$ cat src/rtl/filter_block_if.sv
`default_nettype none
// +----------------------------------------------------------------------+
// | filter_block_if : sample-in / sample-out bundle for filter_block      |
// | Revision 1.0                                                          |
// +----------------------------------------------------------------------+
interface filter_block_if #(
  parameter int DATA_WIDTH = 16
);
  logic [DATA_WIDTH-1:0] x_data;
  logic                  x_valid;
  logic                  x_parity;
  logic [DATA_WIDTH-1:0] y_data;
  logic                  y_valid;
  logic                  y_parity;

  modport master (
    output x_data, x_valid, x_parity,
    input  y_data, y_valid, y_parity
  );

  modport slave (
    input  x_data, x_valid, x_parity,
    output y_data, y_valid, y_parity
  );
endinterface
`default_nettype wire

$ cat src/rtl/filter_block.sv
`default_nettype none
// +----------------------------------------------------------------------+
// | filter_block : two parity-checked x2 stages in series (y = 4*x)       |
// | Revision 1.0                                                          |
// +----------------------------------------------------------------------+
module filter_block #(
  parameter int DATA_WIDTH = 16
) (
  input  wire logic        clk,
  input  wire logic        rst,
  filter_block_if.slave    bus
);
  localparam int c_STAGES = 2;

  for (genvar s = 0; s < c_STAGES; s++) begin : g_stage
    logic [DATA_WIDTH-1:0] w_din;
    logic                  w_vin;
    logic                  w_pin;
    logic                  w_accept;
    logic [DATA_WIDTH-1:0] w_shifted;
    logic [DATA_WIDTH-1:0] r_data;
    logic                  r_valid;
    logic                  r_parity;

    if (s == 0) begin : g_first
      assign w_din = bus.x_data;
      assign w_vin = bus.x_valid;
      assign w_pin = bus.x_parity;
    end else begin : g_next
      assign w_din = g_stage[s-1].r_data;
      assign w_vin = g_stage[s-1].r_valid;
      assign w_pin = g_stage[s-1].r_parity;
    end

    assign w_accept  = w_vin && (w_pin == ^w_din);
    assign w_shifted = {w_din[DATA_WIDTH-2:0], 1'b0};

    // Rejected or idle cycles drop valid but keep the last good data/parity.
    always_ff @(posedge clk or posedge rst) begin
      if (rst) begin
        r_data   <= '0;
        r_valid  <= 1'b0;
        r_parity <= 1'b0;
      end else begin
        r_valid <= w_accept;
        if (w_accept) begin
          r_data   <= w_shifted;
          r_parity <= ^w_shifted;
        end
      end
    end
  end

  assign bus.y_data   = g_stage[c_STAGES-1].r_data;
  assign bus.y_valid  = g_stage[c_STAGES-1].r_valid;
  assign bus.y_parity = g_stage[c_STAGES-1].r_parity;
endmodule
`default_nettype wire

$ cat src/flat_wrapper.sv
// flat-port wrapper written by rule: the top's interface ports become plain ports
module filter_block_flat 
#(
  parameter int DATA_WIDTH = 16
)
  (clk, rst, bus_x_data, bus_x_valid, bus_x_parity, bus_y_data, bus_y_valid, bus_y_parity);
  filter_block_if #(.DATA_WIDTH(DATA_WIDTH)) bus_i ();
  input  wire logic clk;
  input  wire logic rst;
  input wire logic [$bits(bus_i.x_data)-1:0] bus_x_data;
  input wire logic [$bits(bus_i.x_valid)-1:0] bus_x_valid;
  input wire logic [$bits(bus_i.x_parity)-1:0] bus_x_parity;
  output wire logic [$bits(bus_i.y_data)-1:0] bus_y_data;
  output wire logic [$bits(bus_i.y_valid)-1:0] bus_y_valid;
  output wire logic [$bits(bus_i.y_parity)-1:0] bus_y_parity;
  assign bus_i.x_data = bus_x_data;
  assign bus_i.x_valid = bus_x_valid;
  assign bus_i.x_parity = bus_x_parity;
  assign bus_y_data = bus_i.y_data;
  assign bus_y_valid = bus_i.y_valid;
  assign bus_y_parity = bus_i.y_parity;
  filter_block #(.DATA_WIDTH(DATA_WIDTH)) u_core (.clk(clk), .rst(rst), .bus(bus_i));
endmodule
$ cat config.mk
export PLATFORM = sky130hd
export DESIGN_NAME = filter_block_flat
export DESIGN_NICKNAME = d
export VERILOG_FILES = /design/src/rtl/filter_block_if.sv /design/src/rtl/filter_block.sv /design/src/flat_wrapper.sv
export SDC_FILE = /design/constraint.sdc
export NUM_CORES = 1
export LEC_CHECK = 0
export CAP_MARGIN = 0
export CORE_MARGIN = 2
export CORE_UTILIZATION = 53
export DETAILED_ROUTE_END_ITERATION = 6
export PLACE_DENSITY = 0.93
export SETUP_SLACK_MARGIN = 0.05
export SLEW_MARGIN = 5
export SYNTH_ARGS = -nofsm -noshare
export SYNTH_HDL_FRONTEND = slang
export SYNTH_SLANG_ARGS = --single-unit
$ cat constraint.sdc
create_clock -name clk -period 6 [get_ports clk]
set_clock_uncertainty 0.1 [all_clocks]
set_input_delay 1.5 -clock clk [delete_from_list [all_inputs] [get_ports clk]]
set_output_delay 1.5 -clock clk [all_outputs]
set_load 0.005 [all_outputs]
* Yosys cells after proc, flatten, opt, wreduce, memory -nomap -nowiden
Index checks and enable logic that the tools add are counted.
Operators by class: reduce and logical (&&, ||, !) cells 6, eq/ne operators 2
Operator list (count):
- 16-bit parity | 4
- 1-bit == test | 2
- 1-bit logical AND | 2
Word-level totals: word-level logic and storage cells 14, input port bits 20, output and inout bits 18, bits in registers 33

* Logic depth before layout (Yosys ltp)
Gate-level depths: netlist of run 1.
depth in word-level cells 3, mapped depth 6, depth with buffers taken out 5

* Worst setup path before layout of run 1
Ideal clock, no wire load.
path kind input to register, from input bus_x_data[6], to register u_core.g_stage[0].r_data[1], library setup time 0.125 ns, stages 6, data arrival time 3.216 ns, setup slack 2.559 ns, required time 5.775 ns, path buffers 1, cells stage by stage xnor3_1 > xnor3_1 > xnor3_1 > mux2i_4 > buf_4 > mux2_2
Between the ends: cells in the longest elaborated chain, start to end 3
Ends and longest elaborated chain:
- start: declaration | line flat_wrapper.sv:10 | input wire logic [$bits(bus_i.x_data)-1:0] bus_x_data;
- 16-bit parity | line filter_block.sv:35 | assign w_accept = w_vin && (w_pin == ^w_din);
- 1-bit == test | line filter_block.sv:35
- 1-bit logical AND | line filter_block.sv:35
- named net u_core.g_stage[0].w_accept | line filter_block.sv:19 | logic w_accept;
- end signal: assignment | line filter_block.sv:47 | r_data <= w_shifted;
- end: declaration | line filter_block.sv:21 | logic [DATA_WIDTH-1:0] r_data;
The timed path passes the listed nets, and every way through them passes these cells. A chain may end at the register's enable or synchronous reset.

* Worst setup path after layout of run 1
from input bus_x_data[6], to register u_core.g_stage[0].r_data[8]
Between the ends: cells in the longest elaborated chain, start to end 3
Ends and longest elaborated chain (line):
- 16-bit parity | filter_block.sv:35
- 1-bit == test | filter_block.sv:35
- 1-bit logical AND | filter_block.sv:35
No other way between the ends.

==> results of run 1 <==
==> critical path, delay by kind of cell <==
family / cells / cell delay (ps)
buffers and inverters: 1 / 500
xor gates and xnor gates: 3 / 920
muxes: 2 / 1010
==> state kept, by name, indices dropped and copies added (netlist names) <==
| signal | flops |
|---|---|
| u_core.g_stage.r_valid | 1 |
| u_core.g_stage.r_parity | 1 |
| u_core.bus.y_valid | 1 |
| u_core.g_stage.r_data | 15 |
| u_core.bus.y_parity | 1 |
| u_core.bus.y_data | 14 |
==> synthesized netlist by cell type (all sizes together) <==
cell and count:
dfrtp 33, nand2b 1, a22o 1, xor2 3
buf 4, mux2 29, o21ai 1, xnor3 5
xnor2 16, inv 3, conb 1, mux2i 2
nand2 5, a21oi 1
==> how the worst max path moves through the flow <==
stage	start	to	slack, ps	depth (start not counted)
CTS	bus_x_data[6]	u_core.g_stage[0].r_data[8]	2180	6
detailed placement	bus_x_data[6]	u_core.g_stage[0].r_data[8]	1830	6
floorplan	bus_x_data[6]	u_core.g_stage[0].r_data[1]	2560	6
global route	bus_x_data[6]	u_core.g_stage[0].r_data[9]	2100	6
finish	bus_x_data[6]	u_core.g_stage[0].r_data[8]	2170	6
global placement	bus_x_data[6]	u_core.g_stage[0].r_data[13]	1920	6
==> cell families after synthesis <==
group                     after synthesis  synth area share, %
DFF                                    33                 51.2
other                                   1                0.233
and+or+nand+nor                         6                 1.55
xor gates and xnor gates               24                 17.4
buffers and inverters                   7                 3.34
AOI/OAI and AO/OA                       3                 1.16
muxes                                  31                 25.1
==> where the power goes <==
part	switching (W)	internal (W)	total, W
Sequential	0.0000828	0.000345	0.000428
Clock	0.0000681	0.0000405	0.000109
Combinational	0.000328	0.000625	0.000953
==> cell type report <==
cell class / count / area (sq um) / share of cell area (%)
Clock buffer: 5 / 37.5 / 1.86
Timing Repair Buffer: 36 / 358 / 17.8
Clock inverter: 1 / 5.00 / 0.248
Multi-Input combinational cell: 66 / 737 / 36.6
Sequential cell: 33 / 826 / 41.0
Inverter: 3 / 11.3 / 0.559
Tap cell: 33 / 41.3 / 2.05
==> routing by layer <==
| layer | GRT usage (%) | up-vias | wire length (um) |
|---|---|---|---|
| met1 | 21.4 | 458 | 1220 |
| li1 | - | 433 | - |
| met5 | 0 | - | 0 |
| met2 | 28.3 | 33 | 1370 |
| met4 | 12.7 | 0 | 78 |
| met3 | 7.42 | 5 | 149 |
==> per-stage QoR <==
stage / setup WS (ps) / instance area [sq um] / instances / power [W] / hold slack (ps)
finish: 2170 / 2020 / 177 / 0.00149 / 416
global route: 2100 / 2020 / 177 / 0.00158 / 438
CTS: 2180 / 2020 / 177 / 0.00150 / 417
detailed placement: 1830 / 1970 / 171 / 0.00139 / 393
global placement: 1920 / 1970 / 171 / 0.00135 / 392
floorplan: 2560 / 1620 / 106 / 0.00123 / 394
==> results.toml, run 1 <==
[status]
status = "finished, final reports clean"

[clock_tree]
cts_hold_buf = 0
cts_sinks = 33
cts_buffers = 5
cts_tree = "done"
clock_tree.root_cell = "clkbuf_4"
insertion_delay_ps = 340
cts-htree-levels = 2
cts_resized = 0
ctsLongestPathBuffers = 2
cts_setup_buffers = 0
clkSlewWorstSetupHoldPaths_ps = 90

[flow_run]
drv_cap = 0

[yosys]
synth.top_cell.area_share_pct = 51.2
synth_cells = 105
synth_area_sq_um = 1610
syn_area_per_cell_sq_um = 15.4
yosys.area.top_type = "dfrtp_1"
yosysSeqAreaShare_pct = 51.2
synth.area.top_cells = "dfrtp_1 (51%), mux2_2 (14%), xnor2_1 (8.7%), mux2_4 (8.4%), xnor3_1 (5.6%)"
yosysUniqueCellTypes = 17
ys_seq_elements = 33
yosysWarningCount = 0

[sta]
rsz0062_at_grt = "false"
tightest_slew_ps = 750
hold_viol = 0
setup_viol = 0
period_minus_slack_ps = 3830
maxSlewViolCount = 0
tns_ps = 0
slew_headroom_pct = 49.0
fmax_ghz = 0.261
period_share_pct = 63.9

[floorplan]
start_util_pct = 54.2
dieArea_sq_um = 3500
dieWidth_um = 59.2
rows = 20
pin_count = 38
design.core.area_sq_um = 2980
die_h_um = 59.2

[final_layout]
nNetsFinal = 165
layout_common_cells = "clkdlybuf4s50_1 (35), dfrtp_1 (33), mux2_2 (20)"
n_antenna_cell = 0
areaGrowthSynthToFinish_pct = 25.0
fillers = 214
mostFrequentLayoutCell = "clkdlybuf4s50_1"
layout-drive-gt1-share_pct = 27.1
postLayoutCoreUtil_pct = 67.7

[setup_path]
reg2reg_depth = 5
crit_path_end_kind = "flip-flop"
r2r-start = "u_core.g_stage[0].r_data[4]"
reg2reg_slack_ps = 3270
critical_path_required_ps = 6110
cpMostUsedCell = "xnor3_1"
arrival_ps = 3940
crit_path_top_delay_cell = "mux2i_4"
critPathMaxFanout = 16
startpoint_type = "input pin"
cp_cell_sequence = "clkdlybuf4s50_1 -> xnor3_1 -> xnor3_1 -> xnor3_1 -> mux2i_4 -> mux2_2"
max_stage_delay_ps = 600
critPathKind = "in -> reg"
reg2reg_to = "u_core.bus.y_data[14]"

[worst_hold_path]
hp-class = "reg -> reg"
hold_path_depth = 1
min_to = "u_core.bus.y_data[4]"
hp-start = "u_core.bus.y_data[4]"

[detailed_routing]
drt_iter0_drc = 28
vias = 929
vias_per_cell = 5.25
drc = 0
drt-pass1-iter-count = 4
totalWireLength_um = 2810
ant_nets = 0
wl_per_cell_um = 15.9

[power]
p_leak_nw = 0.875
peakVddDrop_uv = 366
power_density_nw_per_um2 = 739

[placed_design]
gp_congestion = 0.720
port_buffers = 35
dp_hpwl_um = 2040

[global_route]
antenna_found_initial = 0
grt_max_degree = 34
grt_pass1_vias = 996
groute.usage.overall_pct = 18.5
grt_first_pass_wirelength_um = 4430
grt.overflow.total = 0
Note: power is estimated with default switching activity, not from simulation.
==> run 2, diff against run 1 <==
--- a/config.mk
+++ b/config.mk
@@ -7,9 +7,9 @@
 export LEC_CHECK = 0
 export CAP_MARGIN = 0
 export CORE_MARGIN = 2
-export CORE_UTILIZATION = 53
+export CORE_UTILIZATION = 49
 export DETAILED_ROUTE_END_ITERATION = 6
-export PLACE_DENSITY = 0.93
+export PLACE_DENSITY = 0.88
 export SETUP_SLACK_MARGIN = 0.05
 export SLEW_MARGIN = 5
 export SYNTH_ARGS = -nofsm -noshare
==> constraint.sdc (replaced) <==
create_clock -name clk -period 3.8 [get_ports clk]
set_clock_uncertainty 0.1 [all_clocks]
set_input_delay 0.95 -clock clk [delete_from_list [all_inputs] [get_ports clk]]
set_output_delay 0.95 -clock clk [all_outputs]
set_load 0.005 [all_outputs]
==> run 2 against run 1 <==
First-iteration DRC count down 46%. Sequential power up 56%. Combinational power up 58%. Highest routed layer unchanged. Clock-buffer cell count up 2. Sequential share of layout area down 0.92 points.
==> results.toml, run 2 (synthesis gave the netlist of run 1 again) <==
[setup_path]
cp_cell_sequence = "clkdlybuf4s50_1 -> xnor3_1 -> xnor3_1 -> xnor3_1 -> mux2i_4 -> buf_12 -> mux2_2"
startpoint_type = "input pin"
reg2reg_slack_ps = 1120
arrival_ps = 3250
crit_path_end_kind = "flip-flop"
r2r-start = "u_core.g_stage[0].r_data[8]"
crit_start = "bus_x_data[6]"
critical_path_required_ps = 3920
crit_buf_inv = 2
crit_path_top_delay_cell = "clkdlybuf4s50_1"
max_stage_delay_ps = 490
reg2reg_to = "u_core.bus.y_data[15]"
critPathKind = "in -> reg"
reg2reg_depth = 5
critPathMaxFanout = 12
cpMostUsedCell = "xnor3_1"
crit_family = "XOR/XNOR gates"

[power]
power.internal_w = 0.00163
totalPowerFinal_w = 0.00238
peakVddDrop_uv = 553
seq_power_share_pct = 28.1
power_density_nw_per_um2 = 1150
power.net_switching_w = 0.000747
p_leak_nw = 0.888
comb_power_share_pct = 63.5
power.share.switching_pct = 31.4
clkPwrFrac_pct = 8.4

[final_layout]
mostFrequentLayoutCell = "clkdlybuf4s50_1"
largest_reg_flops = 15
regMostFlops = "u_core.g_stage.r_data"
design_area_sq_um = 2060
areaGrowthSynthToFinish_pct = 27.9
layout_common_cells = "clkdlybuf4s50_1 (35), dfrtp_1 (33), mux2_2 (20)"
layout-drive-gt1-share_pct = 27.4
n_antenna_cell = 0
nNetsFinal = 166
fillers = 263

[sta]
rsz0062_at_grt = "false"
tns_ps = 0
tightest_slew_ps = 709
period_share_pct = 82.4
fmax_ghz = 0.319
hold_viol = 0
maxSlewViolCount = 0
period_minus_slack_ps = 3130
slew_headroom_pct = 51.7
setup_viol = 0

[clock_tree]
clkSlewWorstSetupHoldPaths_ps = 90
cts_setup_buffers = 0
cts_tree = "done"
cts-htree-levels = 2
cts_buffers = 5
cts_hold_buf = 0
ctsLongestPathBuffers = 2
cts_resized = 0
insertion_delay_ps = 330
clock_tree.root_cell = "clkbuf_4"
cts_sinks = 33

[detailed_routing]
wl_per_cell_um = 14.3
ant_nets = 0
vias = 928
drt_iter0_drc = 15
drc = 0
totalWireLength_um = 2710
drt-pass1-iter-count = 4
vias_per_cell = 4.88

[status]
status = "finished, final reports clean"

[floorplan]
dieArea_sq_um = 3770
pin_count = 38
rows = 20
start_util_pct = 52.0
dieWidth_um = 61.4
design.core.area_sq_um = 3100
die_h_um = 61.4

[placed_design]
placed_cell_area_sq_um = 2010
dp_hpwl_um = 2040
gp_congestion = 0.780
port_buffers = 35

[global_route]
grt_pass1_vias = 966
groute.usage.overall_pct = 17.3
grt.overflow.total = 0
grt_max_degree = 34
antenna_found_initial = 0
grt_first_pass_wirelength_um = 4490

[worst_hold_path]
hp-start = "u_core.bus.y_data[15]"
hp-class = "reg -> reg"
min_to = "u_core.bus.y_data[15]"
hold_path_depth = 1

[flow_run]
drv_cap = 0
==> run 2: cell count changes in the layout (fill, tap and decap cells not counted) <==
cell	delta
buf_12	+1
clkbuf_1	+1
clkbuf_8	+1
clkinv_2	-1
==> run 2: cell type report <==
| class | count | area, sq um | share of cell area (%) |
|---|---|---|---|
| flip-flops and latches | 33 | 826 | 40.0 |
| well taps | 44 | 55.1 | 2.67 |
| inverters | 3 | 11.3 | 0.546 |
| clock buffers | 7 | 55.1 | 2.67 |
| multi-input cells | 66 | 737 | 35.7 |
| repair buffers | 37 | 378 | 18.3 |
==> run 2: power groups by stage <==
| stage | Clock, W | Sequential [W] | Combinational, W |
|---|---|---|---|
| CTS | 0.000204 | 0.000672 | 0.00153 |
| floorplan | 0 | 0.000660 | 0.00128 |
| global route | 0.000221 | 0.000694 | 0.00162 |
| global placement | 0 | 0.000671 | 0.00149 |
| detailed placement | 0 | 0.000679 | 0.00153 |
| finish | 0.000199 | 0.000669 | 0.00151 |
==> run 2: how the worst max path moves through the flow <==
stage                                   end  slack (ps)  depth (start not counted)
6_report        u_core.g_stage[0].r_data[6]         670                          7
5_1_grt         u_core.g_stage[0].r_data[4]         560                          7
4_1_cts         u_core.g_stage[0].r_data[6]         660                          7
3_5_place_dp    u_core.g_stage[0].r_data[6]         300                          7
3_3_place_gp   u_core.g_stage[0].r_data[13]         380                          7
2_1_floorplan   u_core.g_stage[0].r_data[1]         910                          6
==> run 2: metal layers <==
metal	GRT usage (%)	vias up	share of wire [%]
li1	-	438	-
met1	20.9	446	42
met2	28.1	33	49
met3	3.15	11	5.2
met4	11.9	0	3.4
met5	0	-	0
==> run 2: worst register-to-register path, delay by kind of cell (launching register included) <==
kind          cells  cell delay (ps)
flip-flops        1              430
multiplexers      2             1050
XOR/XNOR          3              990
==> run 2: stage by stage <==
step	instances	util [%]	worst slack (ps)	hold slack, ps
3_5_place_dp	183	64.7	305	395
2_1_floorplan	106	-	909	394
4_1_cts	190	66.5	665	416
6_report	190	66.5	669	410
3_3_place_gp	183	64.7	376	391
5_1_grt	190	66.5	558	439
==> run 3, diff against run 2 <==
==> constraint.sdc (replaced) <==
create_clock -name clk -period 3.1 [get_ports clk]
set_clock_uncertainty 0.1 [all_clocks]
set_input_delay 0.775 -clock clk [delete_from_list [all_inputs] [get_ports clk]]
set_output_delay 0.775 -clock clk [all_outputs]
set_load 0.005 [all_outputs]
==> run 3 against run 2 <==
Routed wire length increased by 3.5%. Sequential cell count stayed put. Largest cell class unchanged. Largest power group unchanged. Via count fell by 0.86%. Global-route usage grew 0.13 points.
==> results.toml, run 3 (synthesis gave the netlist of run 1 again) <==
[sta]
maxSlewViolCount = 0
hold_viol = 0
tns_ps = 0
setup_viol = 0
rsz0062_at_grt = "false"
fmax_ghz = 0.345
period_share_pct = 93.5
whs_ps = 410
period_minus_slack_ps = 2900

[clock_tree]
cts_sinks = 33
cts_setup_buffers = 0
ctsLongestPathBuffers = 2
cts_hold_buf = 0
cts_resized = 0
cts-htree-levels = 2
clock_tree.root_cell = "clkbuf_4"
clkSlewWorstSetupHoldPaths_ps = 90
cts_tree = "done"
insertion_delay_ps = 340
cts_buffers = 5

[detailed_routing]
vias = 920
wl_per_cell_um = 14.6
vias_per_cell = 4.79
drt-pass1-iter-count = 4
drt_iter0_drc = 40
drc = 0
totalWireLength_um = 2800
ant_nets = 0

[status]
status = "finished, final reports clean"

[worst_hold_path]
hold_path_depth = 1
hp-class = "reg -> reg"

[setup_path]
critPathKind = "in -> reg"
reg2reg_to = "u_core.bus.y_data[15]"
critPathMaxFanout = 12
arrival_ps = 3020
crit_path_end_kind = "flip-flop"
reg2reg_slack_ps = 490
reg2reg_depth = 6
critPathCapture = "u_core.g_stage[0].r_data[4]"
critical_path_required_ps = 3220
startpoint_type = "input pin"
crit_start = "bus_x_data[6]"
r2r-start = "u_core.g_stage[0].r_data[4]"

[global_route]
grt_pass1_vias = 991
top_usage_layer = "met2"
antenna_found_initial = 0
use_met1_pct = 20.6
grt_first_pass_wirelength_um = 4510
grt_max_degree = 34
grtUsageMet3_pct = 5.67
grt.overflow.total = 0
use_met2_pct = 28.0
groute.usage.overall_pct = 17.4

[flow_run]
drv_cap = 0

[power]
seq_power_share_pct = 27.8
clkPwrFrac_pct = 8.1
comb_power_share_pct = 64.1
power.net_switching_w = 0.000941
power_density_nw_per_um2 = 1430
p_leak_nw = 0.899
totalPowerFinal_w = 0.00298
power.internal_w = 0.00204
peakVddDrop_uv = 782
power.share.switching_pct = 31.6

[floorplan]
start_util_pct = 52.0
design.core.area_sq_um = 3100
pin_count = 38
dieArea_sq_um = 3770
dieWidth_um = 61.4
die_h_um = 61.4
rows = 20

[final_layout]
n_antenna_cell = 0
largest_reg_flops = 15
postLayoutCoreUtil_pct = 66.9
layout_common_cells = "clkdlybuf4s50_1 (35), dfrtp_1 (33), mux2_2 (20)"
nNetsFinal = 168
regMostFlops = "u_core.g_stage.r_data"
areaGrowthSynthToFinish_pct = 28.8
layout-drive-gt1-share_pct = 28.4
final_cells = 192
mostFrequentLayoutCell = "clkdlybuf4s50_1"

[placed_design]
port_buffers = 35
dp_hpwl_um = 2110
gp_congestion = 0.771
dp.cells = 185
[run 3: cell types whose count changed in the layout (fill, tap and decap cells not counted), sizes merged]
cell,before,now
buf,2,4
[run 3: power groups by stage]
stage / Combinational, W / Clock, W / Sequential [W]
2_1_floorplan: 0.00157 / 0 / 0.000810
3_3_place_gp: 0.00186 / 0 / 0.000822
3_5_place_dp: 0.00194 / 0 / 0.000836
4_1_cts: 0.00193 / 0.000253 / 0.000830
5_1_grt: 0.00201 / 0.000270 / 0.000858
6_report: 0.00191 / 0.000242 / 0.000827
[run 3: stage by stage]
step / cell area [sq um] / setup WS (ps)
final: 2080 / 203
after global placement: 2020 / -57.0
after detailed placement: 2020 / -134
after global routing: 2080 / 114
after CTS: 2080 / 226
after floorplan: 1620 / 384
[run 3: metal layers]
layer | vias to the layer above | wire length [um]
met5 | - | 0
met4 | 0 | 66
met3 | 6 | 161
met2 | 31 | 1350
met1 | 445 | 1220
li1 | 438 | -
[run 3: worst min path at each step]
| stage | startpoint | end | slack [ps] |
|---|---|---|---|
| 2_1_floorplan | u_core.bus.y_parity | u_core.bus.y_parity | 390 |
| 3_3_place_gp | u_core.bus.y_data[15] | u_core.bus.y_data[15] | 390 |
| 3_5_place_dp | u_core.bus.y_data[4] | u_core.bus.y_data[4] | 400 |
| 4_1_cts | u_core.bus.y_data[4] | u_core.bus.y_data[4] | 420 |
| 5_1_grt | u_core.bus.y_data[4] | u_core.bus.y_data[4] | 440 |
| 6_report | u_core.bus.y_data[4] | u_core.bus.y_data[4] | 410 |
[run 3: area by class of cell]
class                           instances  area (sq um)
Fill cell                             248          1030
Sequential cell                        33           826
Multi-Input combinational cell         66           737
Timing Repair Buffer                   39           393
Clock buffer                            7          55.1
Tap cell                               44          55.1
Inverter                                3          11.3
[run 3: critical path, cell delays in order]
cell and delay, ps:
clkdlybuf4s50_1 500, xnor3_1 430, xnor3_1 200, xnor3_1 300, mux2i_4 300, buf_12 170, mux2_2 340
